### src/rtl/mem_arbiter_pkg.sv
`default_nettype none
// ============================================================================
// Module      : mem_arbiter_pkg
// Description : Shared types for the I$/D$ main-memory arbiter: cache line
//               width, request payload struct, arbiter state enum and
//               cache id constants.
// Revision    : 1.0 - initial release
// ============================================================================
package mem_arbiter_pkg;

  localparam int DCACHE_LINE_WIDTH = 64;
  localparam int ADDR_WIDTH        = 32;

  typedef struct packed {
    logic [ADDR_WIDTH-1:0]        addr;
    logic [DCACHE_LINE_WIDTH-1:0] data;
    logic                         is_store;
  } memory_request_t;

  typedef enum logic [1:0] {
    ST_IDLE = 2'd0,
    ST_WAIT = 2'd1,
    ST_RSP  = 2'd2
  } mem_arb_state_t;

  // Response target encoding on rsp_cache_id
  localparam logic c_cache_id_i = 1'b0;
  localparam logic c_cache_id_d = 1'b1;

endpackage : mem_arbiter_pkg
`default_nettype wire

### src/rtl/mem_arb_slot.sv
`default_nettype none
// ============================================================================
// Module      : mem_arb_slot
// Description : One pending-request slot: valid flag plus payload register.
//               A set while already pending is dropped and flagged on o_dup
//               one cycle later. A set arriving in the same cycle as the
//               clear is accepted, because the slot is being freed then.
// Revision    : 1.0 - initial release
// ============================================================================
module mem_arb_slot
  import mem_arbiter_pkg::*;
(
  input  logic            clk,
  input  logic            rst,
  input  logic            i_set,
  input  memory_request_t i_info,
  input  logic            i_clr,
  output logic            o_valid,
  output memory_request_t o_info,
  output logic            o_dup
);

  logic            r_valid;
  memory_request_t r_info;
  logic            r_dup;
  logic            w_accept;

  assign w_accept = i_set & (~r_valid | i_clr);

  // Slot occupancy, payload capture and duplicate-request flag
  always_ff @(posedge clk) begin
    if (rst) begin
      r_valid <= 1'b0;
      r_info  <= '0;
      r_dup   <= 1'b0;
    end else begin
      r_dup <= i_set & r_valid & ~i_clr;
      if (w_accept) begin
        r_valid <= 1'b1;
        r_info  <= i_info;
      end else if (i_clr) begin
        r_valid <= 1'b0;
      end
    end
  end

  assign o_valid = r_valid;
  assign o_info  = r_info;
  assign o_dup   = r_dup;

endmodule : mem_arb_slot
`default_nettype wire

### src/rtl/mem_arbiter.sv
`default_nettype none
// ============================================================================
// Module      : mem_arbiter
// Description : Arbitrates single-outstanding I$ and D$ miss requests onto
//               one main-memory port. D$ has priority; one transaction is in
//               flight at a time and is never preempted.
//               Optional feature macro: MEM_ARB_ANTI_STARVE_EN - after
//               STARVE_LIMIT consecutive D$ grants with I$ waiting, the next
//               grant goes to I$.
// Revision    : 1.0 - initial release
// ============================================================================
module mem_arbiter
  import mem_arbiter_pkg::*;
#(
  parameter int STARVE_LIMIT = 4
)
(
  input  logic                         clock,
  input  logic                         reset,
  input  logic                         dcache_req_valid_miss,
  input  memory_request_t              dcache_req_info_miss,
  input  logic                         icache_req_valid_miss,
  input  memory_request_t              icache_req_info_miss,
  output logic                         mm_req_valid,
  output memory_request_t              mm_req_info,
  input  logic                         mm_rsp_valid,
  input  logic [DCACHE_LINE_WIDTH-1:0] mm_rsp_data,
  output logic                         rsp_valid_miss,
  output logic                         rsp_cache_id,
  output logic [DCACHE_LINE_WIDTH-1:0] rsp_data_miss,
  output logic                         err_dup_req
);

  mem_arb_state_t               r_state;
  mem_arb_state_t               w_next_state;
  logic                         r_gnt_id;
  memory_request_t              r_req_info;
  logic                         r_rsp_id;
  logic [DCACHE_LINE_WIDTH-1:0] r_rsp_data;

  logic            w_d_valid;
  logic            w_i_valid;
  memory_request_t w_d_info;
  memory_request_t w_i_info;
  logic            w_d_dup;
  logic            w_i_dup;
  logic            w_d_clr;
  logic            w_i_clr;
  logic            w_any_pending;
  logic            w_grant_en;
  logic            w_grant_d;
  logic            w_force_i;

  // A limit below one would never let a D$ grant through; nothing is built.
  generate
    if (STARVE_LIMIT < 1) begin : g_limit_unsupported
    end
  endgenerate

  mem_arb_slot u_dslot (
    .clk     (clock),
    .rst     (reset),
    .i_set   (dcache_req_valid_miss),
    .i_info  (dcache_req_info_miss),
    .i_clr   (w_d_clr),
    .o_valid (w_d_valid),
    .o_info  (w_d_info),
    .o_dup   (w_d_dup)
  );

  mem_arb_slot u_islot (
    .clk     (clock),
    .rst     (reset),
    .i_set   (icache_req_valid_miss),
    .i_info  (icache_req_info_miss),
    .i_clr   (w_i_clr),
    .o_valid (w_i_valid),
    .o_info  (w_i_info),
    .o_dup   (w_i_dup)
  );

  assign w_any_pending = w_d_valid | w_i_valid;
  assign w_grant_en    = (r_state == ST_IDLE) & w_any_pending;
  assign w_grant_d     = w_d_valid & ~w_force_i;

`ifdef MEM_ARB_ANTI_STARVE_EN
  localparam int c_cnt_w = $clog2(STARVE_LIMIT + 1);
  localparam logic [c_cnt_w-1:0] c_limit = c_cnt_w'(STARVE_LIMIT);

  logic [c_cnt_w-1:0] r_starve_cnt;

  assign w_force_i = w_i_valid & (r_starve_cnt == c_limit);

  // Counts D$ grants made over a waiting I$; any I$ grant restarts the count.
  // At the limit I$ wins, so the count never exceeds STARVE_LIMIT.
  always_ff @(posedge clock) begin
    if (reset) begin
      r_starve_cnt <= '0;
    end else if (w_grant_en) begin
      if (!w_grant_d) begin
        r_starve_cnt <= '0;
      end else if (w_i_valid) begin
        r_starve_cnt <= r_starve_cnt + 1'b1;
      end
    end
  end
`else
  assign w_force_i = 1'b0;
`endif

  // State register
  always_ff @(posedge clock) begin
    if (reset) begin
      r_state <= ST_IDLE;
    end else begin
      r_state <= w_next_state;
    end
  end

  // Next-state logic: one transaction from grant through response
  always_comb begin
    w_next_state = r_state;
    case (r_state)
      ST_IDLE: if (w_any_pending) w_next_state = ST_WAIT;
      ST_WAIT: if (mm_rsp_valid)  w_next_state = ST_RSP;
      ST_RSP:  w_next_state = ST_IDLE;
      default: w_next_state = ST_IDLE;
    endcase
  end

  // Output decode: memory request in WAIT, response pulse and slot release in RSP
  always_comb begin
    mm_req_valid   = 1'b0;
    rsp_valid_miss = 1'b0;
    w_d_clr        = 1'b0;
    w_i_clr        = 1'b0;
    case (r_state)
      ST_WAIT: mm_req_valid = 1'b1;
      ST_RSP: begin
        rsp_valid_miss = 1'b1;
        w_d_clr        = (r_gnt_id == c_cache_id_d);
        w_i_clr        = (r_gnt_id == c_cache_id_i);
      end
      default: ;
    endcase
  end

  // Grant and response latches; response fields only change on a new response
  always_ff @(posedge clock) begin
    if (reset) begin
      r_gnt_id   <= c_cache_id_i;
      r_req_info <= '0;
      r_rsp_id   <= c_cache_id_i;
      r_rsp_data <= '0;
    end else begin
      if (w_grant_en) begin
        r_gnt_id   <= w_grant_d ? c_cache_id_d : c_cache_id_i;
        r_req_info <= w_grant_d ? w_d_info : w_i_info;
      end
      if ((r_state == ST_WAIT) && mm_rsp_valid) begin
        r_rsp_id   <= r_gnt_id;
        r_rsp_data <= mm_rsp_data;
      end
    end
  end

  assign mm_req_info   = r_req_info;
  assign rsp_cache_id  = r_rsp_id;
  assign rsp_data_miss = r_rsp_data;
  assign err_dup_req   = w_d_dup | w_i_dup;

endmodule : mem_arbiter
`default_nettype wire

### config.mk
export PLATFORM = sky130hd
export DESIGN_NAME = mem_arbiter
export DESIGN_NICKNAME = d
export VERILOG_FILES = /design/src/rtl/mem_arbiter_pkg.sv /design/src/rtl/mem_arb_slot.sv /design/src/rtl/mem_arbiter.sv
export SDC_FILE = /design/constraint.sdc
export NUM_CORES = 1
export LEC_CHECK = 0
export ABC_AREA = 0
export CORE_UTILIZATION = 48
export DETAILED_ROUTE_END_ITERATION = 10
export HOLD_SLACK_MARGIN = 0.05
export PLACE_DENSITY = 0.77
export SLEW_MARGIN = 30
export SYNTH_ARGS = -nofsm -noshare
export SYNTH_HDL_FRONTEND = slang
export SYNTH_SLANG_ARGS = --single-unit
### constraint.sdc
create_clock -name clock -period 2.15 [get_ports clock]
set_input_delay 0.5375 -clock clock [delete_from_list [all_inputs] [get_ports clock]]
set_output_delay 0.5375 -clock clock [all_outputs]
set_load 0.005 [all_outputs]
# Yosys cells after proc, flatten, opt, wreduce, memory -nomap -nowiden
# Cells that the tools add are included.
classes:
  n_addsub: 0
  mul: 0
  n_div: 0
  order_cmp: 0
  eq_ne: 4
  shifts: 0
  muxes: 13
  bitwise: 16
  reduce_logical: 5
ops:
  columns: ["operator", "n"]
  rows:
  - ["$mux W97", 1]
  - ["$mux W1", 9]
  - ["$and A1 B1 Y1", 7]
  - ["$not A1 Y1", 5]
  - ["$mux W2", 2]
  - ["$ne A2 B2 Y1 const B", 2]
  - ["$or A1 B1 Y1", 4]
  - ["$pmux W2 S2", 1]
  - ["$reduce_bool A2 Y1", 2]
  - ["$eq A2 B1 Y1 const B", 1]
  - ["$eq A2 B2 Y1 const B", 1]
  - ["$logic_not A2 Y1", 1]
  - ["$reduce_and A2 Y1", 1]
  - ["$logic_and A1 B1 Y1", 1]
word_totals:
  reg_bits: 363
  latch_bits: 0
  ramBits: 0
  romBits: 0
  inputBits: 263
  out_inout_bits: 165
  wordCells: 55
  n_memories: 0

# Longest topological paths before layout
logic_depth:
  ltp_word: 5
  ltp_mapped: 7
  mapped_depth_nobuf: 3

# Cells and area by module
# Synthesis repeated with hierarchy kept, for this count alone.
unflattened:
  hier_cells: 1598
  hier_area_um2: 15721.3
modules_own_cells:
  columns: ["module", "instances", "cells_each", "area_each_um2", "seq_area_each_um2"]
  rows:
  - ["mem_arb_slot", 2, 427, 4413.0, 1981.9]
  - ["mem_arbiter", 1, 744, 6895.4, 3303.2]

# Least setup slack after synthesis
# No wires, ideal clock.
synth_path:
  path_type: "input -> register"
  start: "input port reset"
  end: "register r_rsp_data[27] (netlist: rsp_data_miss[27])"
  setup_time_ps: 132
  arrival_time_ps: 1546
  t_required_ps: 2018
  path_slack_ps: 472
  path_stages: 5
  n_path_buf: 4
  path_cell_list: "clkbuf_1 buf_2 clkbuf_1 clkbuf_1 a21oi_1"
synth_lines:
  columns: ["element", "line", "rtl"]
  rows:
  - ["start, declared", "mem_arbiter.sv:19", "input logic reset,"]
  - ["end signal, assigned", "mem_arbiter.sv:162", "r_rsp_data <= mm_rsp_data;"]
  - ["end, declared", "mem_arbiter.sv:39", "logic [DCACHE_LINE_WIDTH-1:0] r_rsp_data;"]
# No word-level cell between the ends.

# Worst setup path in the final report
layout_path:
  start: "register u_islot.r_dup (netlist: u_islot.o_dup)"
  end: "output port err_dup_req"
layout_via:
  elab_chain_len: 1
layout_lines:
  columns: ["element", "line", "rtl"]
  rows:
  - ["start, declared", "mem_arb_slot.sv:25", "logic r_dup;"]
  - ["start signal, assigned", "mem_arb_slot.sv:37", "r_dup <= i_set & r_valid & ~i_clr;"]
  - ["$or A1 B1 Y1", "mem_arbiter.sv:170", "assign err_dup_req = w_d_dup | w_i_dup;"]
  - ["end, declared", "mem_arbiter.sv:31", "output logic err_dup_req"]
# Every way passes these cells.

==> results.ini <==
[status]
status = completed

[detailed_routing]
ant_nets = 0
dr.pass1.iters = 5
routed_wirelength_um = 43400
drt-initial-drc-count = 718
vias = 12400
avgViaCountPerCell = 5.19
drc = 0
wl_per_cell_um = 18.1

[final_layout]
design_area_sq_mm = 0.0215
final_nets = 2227
drive_above_1_share_pct = 5.67
syn_to_final_growth_pct = 38.9

[timing]
max_freq_mhz = 479
slew_headroom_pct = 61.0
finalSetupViolCount = 0
finalHoldViolCount = 0
worstMarginPinSlew_ns = 0.585
finalSetupTns_ns = 0
rsz0062_at_grt = no
finalCritPeriodShare_pct = 97.2
finClkSkew_ns = 0.0144
slew_violations = 0
fin_crit_ns = 2.09

[floorplanning]
die-area_sq_mm = 0.0329
io-pin-count = 428
dieHeight_um = 181
die_w_um = 181
start_util_pct = 48.9
row_count = 65
fp.coreArea_sq_mm = 0.0316

[clock_tree]
cts_setup_buffers = 0
clkLatencyLatePin_ns = 0.52
cts_hold_buf = 0
clockBufferDepth = 3
htreeDepth = 2
cts_made_buffers = 39
cts_tree = yes
numClockSinks = 363
clk_transition_reported_paths_ns = 0.06
cts_root_buf = clkbuf_16

[synthesis]
syn_avg_cell_area_sq_um = 9.68
ys_types = 27
syn_inst = 1598
synth.ff_latch_count = 363
yosys_warnings = 0
syn_area_sq_mm = 0.0155
mappedNetlistNets = 1861
ys_seq_area_share_pct = 47.0

[hold_path]
whs_path_depth = 2
hp-start = reset
hold_path.class = input port to flip-flop
holdPathEnd = mm_req_info[78]

[critical_path]
cp-end-kind = output pin
crit_type = flip-flop to output pin
cp-start-kind = flip-flop
reg2regPathDepth = 5
r2r_end = u_islot.o_info[42]
cp.required_ns = 1.61
arrival_ns = 1.55
r2r_start = r_state[1]
reg2reg_slack_ns = 0.34
startpoint = u_islot.o_dup
crit_fanout = 1

[grt]
overflow = 0
antenna_found_initial = 4
track_usage_pct = 25.5
grt_pass1_wl_um = 67200
grt_pass1_vias = 12300
grt_max_degree = 118

[place]
dp_hpwl_um = 29200
routabilityCongestion = 0.850
port_buffers = 427
place_area_sq_mm = 0.0202

[power]
peakVddDrop_v = 0.000519
power.total_mw = 17.3
power_density_mw_per_mm2 = 805
power.leakage_nw = 8.02

[flow_run]
drv_cap = 0

==> metal layers <==
metal	wire [um]	global-route usage, %
met1	18700	32.1
met2	20700	43.5
met5	26	0
met3	2570	4.99
met4	1400	9.12
==> report_power, final <==
group          switching, mW  total, mW  leakage, nW  internal [mW]
Sequential             0.305       7.55         2.98           7.24
Combinational           1.29       2.95         4.39           1.65
Clock                   2.70       6.80        0.650           4.10
Total                   4.30       17.3         8.02           13.0
==> repair_timing <==
item                                    4_1_cts  5_1_grt
endpoints found under the setup margin        2        0
hold endpoints to repair                      0        0
gates resized for setup                       4        0
==> state kept, by name (all words and copies together) (netlist names) <==
| register | flops |
|---|---|
| mm_req_info | 97 |
| r_gnt_id | 1 |
| r_state | 2 |
| rsp_cache_id | 1 |
| rsp_data_miss | 64 |
| u_dslot.o_dup | 1 |
| u_dslot.o_info | 97 |
| u_dslot.o_valid | 1 |
| u_islot.o_dup | 1 |
| u_islot.o_info | 97 |
| u_islot.o_valid | 1 |
==> layout make-up <==
class	count	area, sq um
tap	402	503
clock inverter	13	144
multi-input combinational	1092	7560
timing repair buffer	467	4830
antenna	2	5.00
sequential	363	7270
clock buffer	58	1160
inverter	1	3.75
fill	2481	10200
==> metrics by stage <==
| step | util (%) | std cells | setup slack [ns] | hold WS (ns) |
|---|---|---|---|---|
| floorplan | - | 1598 | 0.472 | 0.448 |
| global placement | 63.7 | 2325 | 0.154 | 0.440 |
| detailed placement | 63.7 | 2325 | 0.0954 | 0.446 |
| CTS | 67.9 | 2396 | 0.0422 | 0.409 |
| global route | 67.9 | 2398 | 0.0294 | 0.442 |
| finish | 67.9 | 2398 | 0.0603 | 0.423 |
==> how the worst max path moves through the flow <==
stage / end / depth (start not counted)
after detailed placement: u_dslot.o_info[38] / 4
final: err_dup_req / 2
after CTS: err_dup_req / 2
after global placement: u_dslot.o_info[22] / 4
after global routing: err_dup_req / 2
after floorplan: rsp_data_miss[27] / 5
==> synthesized netlist by cell type (all sizes together) <==
cell type	instances	area (sq um)
mux2i	291	2910
or2	2	12.5
a21oi	165	826
and3b	1	8.76
nand2	131	492
or3b	1	8.76
a21bo	1	10.0
a22oi	1	7.51
dfxtp	363	7270
nand2b	388	2430
and4b	2	20.0
nand3b	2	15.0
clkbuf	97	364
a21boi	2	15.0
and2	1	6.26
a211oi	97	728
nor2	5	18.8
nor2b	2	12.5
inv	1	3.75
buf	45	309
==> cell families after synthesis <==
family	share of synthesized area [%]
DFF	47.0
AOI/OAI and AO/OA	10.3
muxes	18.8
and+or+nand+nor	19.5
buffers and inverters	4.38
==> cell usage in the layout, fill, tap and decap left out, types with 2 or more instances in the layout <==
master           count
diode_2              2
buf_12              20
clkbuf_16           41
dfxtp_1            360
nor2_1               4
clkbuf_8             7
bufinv_16            3
a211oi_1            97
nor2b_1              2
buf_4               20
a21oi_1            165
nand2_1            131
clkinv_2             9
clkbuf_1            10
dlygate4sd2_1        2
mux2i_1            291
a21boi_4             2
nand2b_1           388
clkdlybuf4s50_1    424
and4b_1              2
dfxtp_2              2
nand3b_1             2
==> critical path, stage by stage, from the launching register on <==
cell             delay [ns]
dfxtp_1                0.29
or2_2                  0.27
clkdlybuf4s50_1        0.47
Note: power is estimated with default switching activity, not from simulation.
